### config.mk
export PLATFORM = sky130hd
export DESIGN_NAME = pkt_tx_framer
export DESIGN_NICKNAME = d
export VERILOG_FILES = /design/src/rtl/pkt_tx_framer.sv
export SDC_FILE = /design/constraint.sdc
export NUM_CORES = 1
export LEC_CHECK = 0
export CORE_ASPECT_RATIO = 0.5
export CORE_MARGIN = 2
export CORE_UTILIZATION = 35
export CTS_BUF_LIST = sky130_fd_sc_hd__clkbuf_8
export CTS_CLUSTER_DIAMETER = 100
export CTS_CLUSTER_SIZE = 10
export DETAILED_ROUTE_END_ITERATION = 6
export RECOVER_POWER = 100
export SLEW_MARGIN = 5
export SYNTH_ARGS = -nofsm -noshare
export SYNTH_HDL_FRONTEND = slang
export SYNTH_SLANG_ARGS = --single-unit
### constraint.sdc
create_clock -name clk -period 3.95 [get_ports clk]
set_input_delay 0.395 -clock clk [delete_from_list [all_inputs] [get_ports clk]]
set_output_delay 0.395 -clock clk [all_outputs]
set_load 0.01 [all_outputs]
### src/rtl/pkt_tx_framer.sv
// Transmit packet framer: gathers PKT_BYTES SPI bytes, then serialises preamble, sync word and payload MSB-first on bit_en.
// Optional CRC-8 (poly 0x07) trailer after the payload when PKT_TX_CRC_EN is defined.
module pkt_tx_framer #(
    parameter int                      PKT_BYTES    = 8,
    parameter int                      PREAMBLE_LEN = 8,
    parameter logic [PREAMBLE_LEN-1:0] PREAMBLE     = 8'hAA,
    parameter logic [7:0]              SYNC_WORD    = 8'hD3
) (
    input  logic       clk,
    input  logic       rst,
    input  logic [7:0] byte_in,
    input  logic       byte_vld,
    input  logic       bit_en,
    input  logic       abort,
    output logic       byte_rdy,
    output logic       busy,
    output logic       dout,
    output logic       pkt_done,
    output logic       ovf
);

    localparam int PAY_BITS = 8 * PKT_BYTES;
    localparam int CNT_MAX  = (PAY_BITS > PREAMBLE_LEN) ? PAY_BITS : ((PREAMBLE_LEN > 8) ? PREAMBLE_LEN : 8);
    localparam int CW       = $clog2(CNT_MAX + 1);
    localparam int BCW      = $clog2(PKT_BYTES + 1);

    localparam logic [BCW-1:0] LAST_BYTE = BCW'(PKT_BYTES - 1);
    localparam logic [CW-1:0]  PRE_LAST  = CW'(PREAMBLE_LEN);
    localparam logic [CW-1:0]  SYNC_LAST = CW'(8);
    localparam logic [CW-1:0]  PAY_LAST  = CW'(PAY_BITS);

    localparam logic [2:0] ST_IDLE = 3'd0;
    localparam logic [2:0] ST_FILL = 3'd1;
    localparam logic [2:0] ST_ARM  = 3'd2;
    localparam logic [2:0] ST_PRE  = 3'd3;
    localparam logic [2:0] ST_SYNC = 3'd4;
    localparam logic [2:0] ST_PAY  = 3'd5;
`ifdef PKT_TX_CRC_EN
    localparam logic [2:0] ST_CRC  = 3'd6;
`endif

    logic [2:0]              state;
    logic [PAY_BITS-1:0]     pkt_reg;
    logic [BCW-1:0]          byte_cnt;
    logic [CW-1:0]           bit_cnt;
    logic [PREAMBLE_LEN-1:0] pre_sh;
    logic [7:0]              sync_sh;
    logic                    in_tx;

`ifdef PKT_TX_CRC_EN
    logic [7:0] crc;

    function automatic logic [7:0] crc_step(input logic [7:0] c, input logic b);
        logic fb;
        fb = c[7] ^ b;
        crc_step = {c[6:0], 1'b0} ^ (fb ? 8'h07 : 8'h00);
    endfunction
`endif

    assign in_tx = (state != ST_IDLE) && (state != ST_FILL);

    // Bytes arrive MSB-byte first, so shifting each one in from the bottom
    // leaves the first byte in the top slot once the register is full.
    always_ff @(posedge clk or posedge rst) begin
        if (rst) begin
            state    <= ST_IDLE;
            pkt_reg  <= '0;
            byte_cnt <= '0;
            bit_cnt  <= '0;
            pre_sh   <= '0;
            sync_sh  <= '0;
            dout     <= 1'b0;
            busy     <= 1'b0;
            pkt_done <= 1'b0;
            ovf      <= 1'b0;
            byte_rdy <= 1'b1;
`ifdef PKT_TX_CRC_EN
            crc      <= '0;
`endif
        end else begin
            pkt_done <= 1'b0;
            ovf      <= 1'b0;
            if (abort) begin
                state    <= ST_IDLE;
                pkt_reg  <= '0;
                byte_cnt <= '0;
                bit_cnt  <= '0;
                pre_sh   <= '0;
                sync_sh  <= '0;
                dout     <= 1'b0;
                busy     <= 1'b0;
                byte_rdy <= 1'b1;
`ifdef PKT_TX_CRC_EN
                crc      <= '0;
`endif
            end else begin
                ovf <= byte_vld && in_tx;
                case (state)
                    ST_IDLE, ST_FILL: begin
                        if (byte_vld) begin
                            pkt_reg  <= (pkt_reg << 8) | PAY_BITS'(byte_in);
                            byte_cnt <= byte_cnt + 1'b1;
                            if (byte_cnt == LAST_BYTE) begin
                                state    <= ST_ARM;
                                byte_rdy <= 1'b0;
                                busy     <= 1'b1;
                            end else begin
                                state <= ST_FILL;
                            end
                        end
                    end
                    ST_ARM: begin
                        if (bit_en) begin
                            dout    <= PREAMBLE[PREAMBLE_LEN-1];
                            pre_sh  <= PREAMBLE << 1;
                            bit_cnt <= CW'(1);
                            state   <= ST_PRE;
                        end
                    end
                    ST_PRE: begin
                        if (bit_en) begin
                            if (bit_cnt != PRE_LAST) begin
                                dout    <= pre_sh[PREAMBLE_LEN-1];
                                pre_sh  <= pre_sh << 1;
                                bit_cnt <= bit_cnt + 1'b1;
                            end else begin
                                dout    <= SYNC_WORD[7];
                                sync_sh <= SYNC_WORD << 1;
                                bit_cnt <= CW'(1);
                                state   <= ST_SYNC;
                            end
                        end
                    end
                    ST_SYNC: begin
                        if (bit_en) begin
                            if (bit_cnt != SYNC_LAST) begin
                                dout    <= sync_sh[7];
                                sync_sh <= sync_sh << 1;
                                bit_cnt <= bit_cnt + 1'b1;
                            end else begin
                                dout    <= pkt_reg[PAY_BITS-1];
                                pkt_reg <= pkt_reg << 1;
                                bit_cnt <= CW'(1);
                                state   <= ST_PAY;
`ifdef PKT_TX_CRC_EN
                                crc     <= crc_step(crc, pkt_reg[PAY_BITS-1]);
`endif
                            end
                        end
                    end
                    ST_PAY: begin
                        if (bit_en) begin
                            if (bit_cnt != PAY_LAST) begin
                                dout    <= pkt_reg[PAY_BITS-1];
                                pkt_reg <= pkt_reg << 1;
                                bit_cnt <= bit_cnt + 1'b1;
`ifdef PKT_TX_CRC_EN
                                crc     <= crc_step(crc, pkt_reg[PAY_BITS-1]);
`endif
                            end else begin
`ifdef PKT_TX_CRC_EN
                                dout    <= crc[7];
                                crc     <= crc << 1;
                                bit_cnt <= CW'(1);
                                state   <= ST_CRC;
`else
                                state    <= ST_IDLE;
                                pkt_reg  <= '0;
                                byte_cnt <= '0;
                                bit_cnt  <= '0;
                                dout     <= 1'b0;
                                busy     <= 1'b0;
                                byte_rdy <= 1'b1;
                                pkt_done <= 1'b1;
`endif
                            end
                        end
                    end
`ifdef PKT_TX_CRC_EN
                    // The CRC register is shifted out in place once the payload is done.
                    ST_CRC: begin
                        if (bit_en) begin
                            if (bit_cnt != SYNC_LAST) begin
                                dout    <= crc[7];
                                crc     <= crc << 1;
                                bit_cnt <= bit_cnt + 1'b1;
                            end else begin
                                state    <= ST_IDLE;
                                pkt_reg  <= '0;
                                byte_cnt <= '0;
                                bit_cnt  <= '0;
                                crc      <= '0;
                                dout     <= 1'b0;
                                busy     <= 1'b0;
                                byte_rdy <= 1'b1;
                                pkt_done <= 1'b1;
                            end
                        end
                    end
`endif
                    default: begin
                        state    <= ST_IDLE;
                        dout     <= 1'b0;
                        busy     <= 1'b0;
                        byte_rdy <= 1'b1;
                    end
                endcase
            end
        end
    end

endmodule

# Word-level counts from Yosys, hierarchy flattened
# Index checks and enable logic that the tools add are counted.
# word_totals
inputBits	13
word_cells	124
register_bits	99
# op_classes
n_reduce_logical	20
n_addsub	2
muxes	67
eq_ne	23
bitwise_logic	1
# op_table
operator	n
$mux 64	6
$pmux 64 s3	1
$mux 8	9
$or 64x8->64	1
$mux 7	6
$ne 3x3->1 const B	11
$pmux 8 s2	2
$mux 3	9
$mux 1	23
$pmux 7 s3	1
$reduce_and 5->1	4
$mux 4	4
$pmux 3 s5	1
$reduce_and 4->1	3
$reduce_bool 3->1	4
$pmux 4 s2	1
$reduce_and 8->1	1
$reduce_bool 4->1	2
$add 7x1->7 const B	1
$ne 7x4->1 const B	1
$ne 7x7->1 const B	1
$eq 3x2->1 const B	2
$eq 3x3->1 const B	2
$ne 3x1->1 const B	2
12 further kinds	15

# Depth between registers and ports, before layout
# depth
depth_word	5
ltp_mapped	11

# Least setup slack after synthesis
# No wires, ideal clock.
# synth_path
path_kind	register -> register
from	reg state[2]
to	reg pkt_reg[31]
t_arrival_ns	1.901
slack_ns	1.954
required_time_ns	3.855
stages_incl_launch_ff	12
cell_sequence	dfrtp_1 buf_2 buf_2 inv_1 ha_1 clkbuf_1 nand2b_1 a31oi_2 buf_4 buf_2 nand2_1 o31ai_1
# synth_via
elab_chain_len	4
word_cells_on_any_way	13
classes_between	eq/ne (7); mux (2); reduce/logical (4)
# synth_lines
item	line_no	text
from (decl)	42	logic [2:0] state;
from (signal assigned)	66	state <= ST_IDLE;
from (signal assigned)	84	state <= ST_IDLE;
from (signal assigned)	104	state <= ST_ARM;
$eq 3x1->1 or $logic_not 3->1 (tied branches)	98	case (state)
$reduce_or 2->1	98	
$ne 3x3->1 (no source line), or another cell as far along	-	
$reduce_and 5->1 (no source line) or $mux 64 (tied branches)	-	
to (signal assigned)	101	pkt_reg <= (pkt_reg << 8) | PAY_BITS'(byte_in);
to (signal assigned)	142	pkt_reg <= pkt_reg << 1;
to (signal assigned)	155	pkt_reg <= pkt_reg << 1;
to (decl)	43	logic [PAY_BITS-1:0] pkt_reg;
# Parallel ways exist; a longest one is shown, timed or not.
# A chain may end at the register's enable or synchronous reset.

# Final worst setup path
# layout_path
from	reg state[2]
to	reg pkt_reg[48]
# Same word-level chain as after synthesis.

==> run summary <==
The flow ran to the end, but the final reports show violations. Clock tree synthesis inserted a total of 9 buffers. The worst hold path passes through 2 cells. The run gives 0.38 ns as the later-pin clock latency in the skew report.

The filler cell count in the final layout came out at 1357. Ranked by total cell area, the synthesized netlist is headed by sky130_fd_sc_hd__dfrtp_1, sky130_fd_sc_hd__mux2i_1, sky130_fd_sc_hd__o31ai_1. The path class of the tightest hold or removal check is reg -> reg. The tools report the number of gates resized after cts as 0. TritonCTS built the clock tree. The number of nets with antenna violations after detailed routing was 0; the synthesis-stage register bit count was 96.

Setup repair after global routing left no endpoint under its margin. For this design the top-level I/O count stands at 18. Cells fill 39.8% of the core in the end. The share of async-settable or async-resettable flops after synthesis came out at 100%.

The setup path with the least slack is of type reg -> reg. The tools report the sort of element at the start of the critical path as a flip-flop. The detailed placer's ending HPWL was 6370 um.

The number of flip-flops in the largest register works out to 64. The floorplan has 30 rows. The transition time at the pin with the least slew margin came out at 2.56 ns.

In this run the vertical extent of the chip is 88.6 um. Cells with a size suffix above 1 make up 6.16% of the layout. For this run, the number of Yosys warnings is 0. The CTS sink count was 96; the number of flops mapped to enable cells by yosys was 0. After the last flow step, the layout net total stands at 516. The most common cell in the synthesized netlist is sky130_fd_sc_hd__dfrtp_1. The H-tree was split into 3 levels. The launching point of the worst reg2reg path is state[2].

In this run the worst path has a maximum fanout of 128. The clock arrives with 0.0152 ns of skew. The number of diodes was 0; the remaining max-slew budget at the tightest pin was -71.1%.

The worst reg-to-reg path cell count came out at 5. The endpoint identified for the worst register-to-register timing path is pkt_reg[48]. The final reports fail on max-capacitance violations, max-slew violations. For the DRC violation count after routing, the log shows 0. In this run the standard cell core region covers 13700 um2. The setup total negative slack was 0 ns. The register-to-register setup slack was 0.94 ns; the post-synthesis instance area was 5000 um2. The die width was 173 um.

The largest total area in the synthesized netlist belongs to sky130_fd_sc_hd__dfrtp_1. Of the available clock period, the critical path in the final layout requires 76.3%. Relative to the synthesized area, the layout overhead comes to 9.28%.

The post-cts hold buffer count was 0. The run gives 4 as the first-pass detailed-route iteration total. Once the floorplan was initialized, standard cells occupied 36.4% of the core.

The tools report the number of vias in the routed layout as 3586. Setup violations remaining at the end of the flow were counted as 0. The routed design has 10100 um of wire.

The pin count of the biggest net entering global routing was 129. Clock tree synthesis selected as its root buffer the cell sky130_fd_sc_hd__clkbuf_8. Clock-pin slew was measured on the worst setup and hold paths at 0.10 ns. The logs give 0 for the number of antenna violations at the first check in global routing and 0.771 for the final RePlAce weighted congestion.

In the synthesized netlist, the cells that appear most often are sky130_fd_sc_hd__dfrtp_1, sky130_fd_sc_hd__nand2_1, sky130_fd_sc_hd__mux2i_1, sky130_fd_sc_hd__o31ai_1, sky130_fd_sc_hd__nor2_1. Counting I/O delays and the setup requirement, the final critical path takes 3.01 ns. The floorplan step defined a die boundary enclosing 15300 um2. The mean post-synth cell area is 9.95 um2, and the worst-case vdd ir drop is 0.000142 V. Via count of the first global-routing pass: 3562. Dividing total power by cell area gives a power density of 325 nW/um2. The run gives 2380 um2 as the footprint of the multi-input gates. The first-pass GRT wire length came out at 17800 um. Summing all flip-flop and latch instances after layout gives 2400 um2. For the instance count after placement with tap cells included, the log shows 679.

Timing would allow up to 332 MHz. After technology mapping, the gate count stands at 503. In this run the deepest clock path goes through 2 buffers.

The finished layout holds 695 standard cells, fillers aside. The most used flip-flop cell after synthesis is sky130_fd_sc_hd__dfrtp_1. For this run, the register share of the synthesized area comes to 48.0%. Summed over all layers, the global routing overflow is 0. In the global route stage, overall resource usage came out at 14.4%.

The tools report the count of cell types in the netlist as 49. The tools report the detailed router's first-iteration violation count as 351. In the routed layout, each cell is associated on average with a via count of 5.16. The critical path starts at state[2]. The max-slew violation total from the final report is 68, and the final routed wire length divided by cell count is 14.6 um. In this run the post-CTS setup repair buffer count came out at 0. The run gives 1 as the number of maximum-capacitance constraint violations.

Summed over all cells, the static leakage comes to 2.13 nW. The end point of the critical path was pkt_reg[48]. The number of nets in the synthesized netlist is 521. The number of I/O port buffers was 17; the worst endpoint data arrival time was 3.21 ns.

The final-report hold violation count came out at 0. The top cell type's share of synthesized area works out to 47.5%. STA classifies the critical path endpoint as a flip-flop.

Data on the critical path is required at its endpoint by 4.15 ns.
==> per-stage QoR <==
stage	instance area (um2)	hold slack (ns)	setup slack [ns]	total power (W)
6_report	5470	0.494	0.936	0.00178
5_1_grt	5470	0.521	0.574	0.00186
2_1_floorplan	5000	0.448	1.05	0.00113
3_5_place_dp	5320	0.474	1.35	0.00117
4_1_cts	5510	0.498	1.33	0.00181
3_3_place_gp	5320	0.461	1.38	0.00117
==> per-layer routing <==
metal,up-vias,GRT usage [%],wire [um]
met5,-,0,0
met4,0,4.16,107
met3,8,3.69,274
met2,32,22.7,4480
met1,1748,19.7,5270
li1,1798,-,-
==> where the power goes <==
| group | internal (W) | switching, W | leakage (nW) |
|---|---|---|---|
| clock network | 0.000256 | 0.000376 | 0.0963 |
| logic | 0.0000380 | 0.0000793 | 0.710 |
| registers | 0.00100 | 0.0000226 | 1.32 |
| total | 0.00130 | 0.000478 | 2.13 |
==> placed cells by master, fill, tap and decap left out, types with 2 or more instances in the layout <==
cell type                         instances
sky130_fd_sc_hd__clkinv_4                 2
sky130_fd_sc_hd__nand3b_1                 2
sky130_fd_sc_hd__o31ai_1                 64
sky130_fd_sc_hd__nand2b_1                11
sky130_fd_sc_hd__clkbuf_8                10
sky130_fd_sc_hd__or2_2                    2
sky130_fd_sc_hd__or3_1                    2
sky130_fd_sc_hd__o211ai_1                 2
sky130_fd_sc_hd__o21ai_0                  9
sky130_fd_sc_hd__nand2_1                 84
sky130_fd_sc_hd__a31oi_1                  3
sky130_fd_sc_hd__nor2b_1                  5
sky130_fd_sc_hd__mux2i_1                 64
sky130_fd_sc_hd__a22oi_1                  2
sky130_fd_sc_hd__inv_1                   10
sky130_fd_sc_hd__dfrtp_1                 95
sky130_fd_sc_hd__nor3_1                   3
sky130_fd_sc_hd__and3_1                   4
sky130_fd_sc_hd__a211oi_1                 8
sky130_fd_sc_hd__clkdlybuf4s50_1         11
sky130_fd_sc_hd__buf_4                    5
sky130_fd_sc_hd__nand3_1                 14
sky130_fd_sc_hd__a21oi_1                 21
sky130_fd_sc_hd__and3b_1                  2
sky130_fd_sc_hd__nor2_1                  24
sky130_fd_sc_hd__inv_8                    2
sky130_fd_sc_hd__nand4_1                  4
sky130_fd_sc_hd__a21o_1                   4
sky130_fd_sc_hd__dlygate4sd3_1            6
sky130_fd_sc_hd__ha_1                     4
==> cell type report <==
type                       instances  area share (%)
inverter                          10           0.686
tap                              192            4.39
clock buffer                      10            2.52
sequential                        96            43.9
timing repair buffer              23            3.94
multi-input combinational        358            43.6
clock inverter                     6           0.961
==> worst min-delay path by stage <==
stage                startpoint           to  slack [ns]
detailed placement  pkt_reg[62]  pkt_reg[62]        0.47
floorplan           pkt_reg[56]  pkt_reg[56]        0.45
global route               busy         busy        0.52
CTS                 pkt_reg[59]  pkt_reg[59]        0.50
global placement    pkt_reg[60]  pkt_reg[60]        0.46
finish              pkt_reg[59]  pkt_reg[59]        0.49
==> worst max-delay path: stages, from the launching register on <==
cell and delay, ns:
sky130_fd_sc_hd__dfrtp_1 0.71, sky130_fd_sc_hd__or3b_1 0.52, sky130_fd_sc_hd__a21o_1 0.24, sky130_fd_sc_hd__a31oi_4 0.12, sky130_fd_sc_hd__clkbuf_4 0.91, sky130_fd_sc_hd__o31ai_1 0.21
==> logic make-up after synthesis <==
| family | after synthesis | share of synthesized area, % |
|---|---|---|
| AO/OA/AOI/OAI | 124 | 17.8 |
| XOR/XNOR | 2 | 0.350 |
| adder cells (fa/ha/maj) | 5 | 1.25 |
| buffers and inverters | 49 | 4.50 |
| flip-flops | 96 | 48.0 |
| multiplexers | 65 | 13.0 |
| AND/OR/NAND/NOR | 162 | 15.0 |
Power figures use the tool's default switching activity.
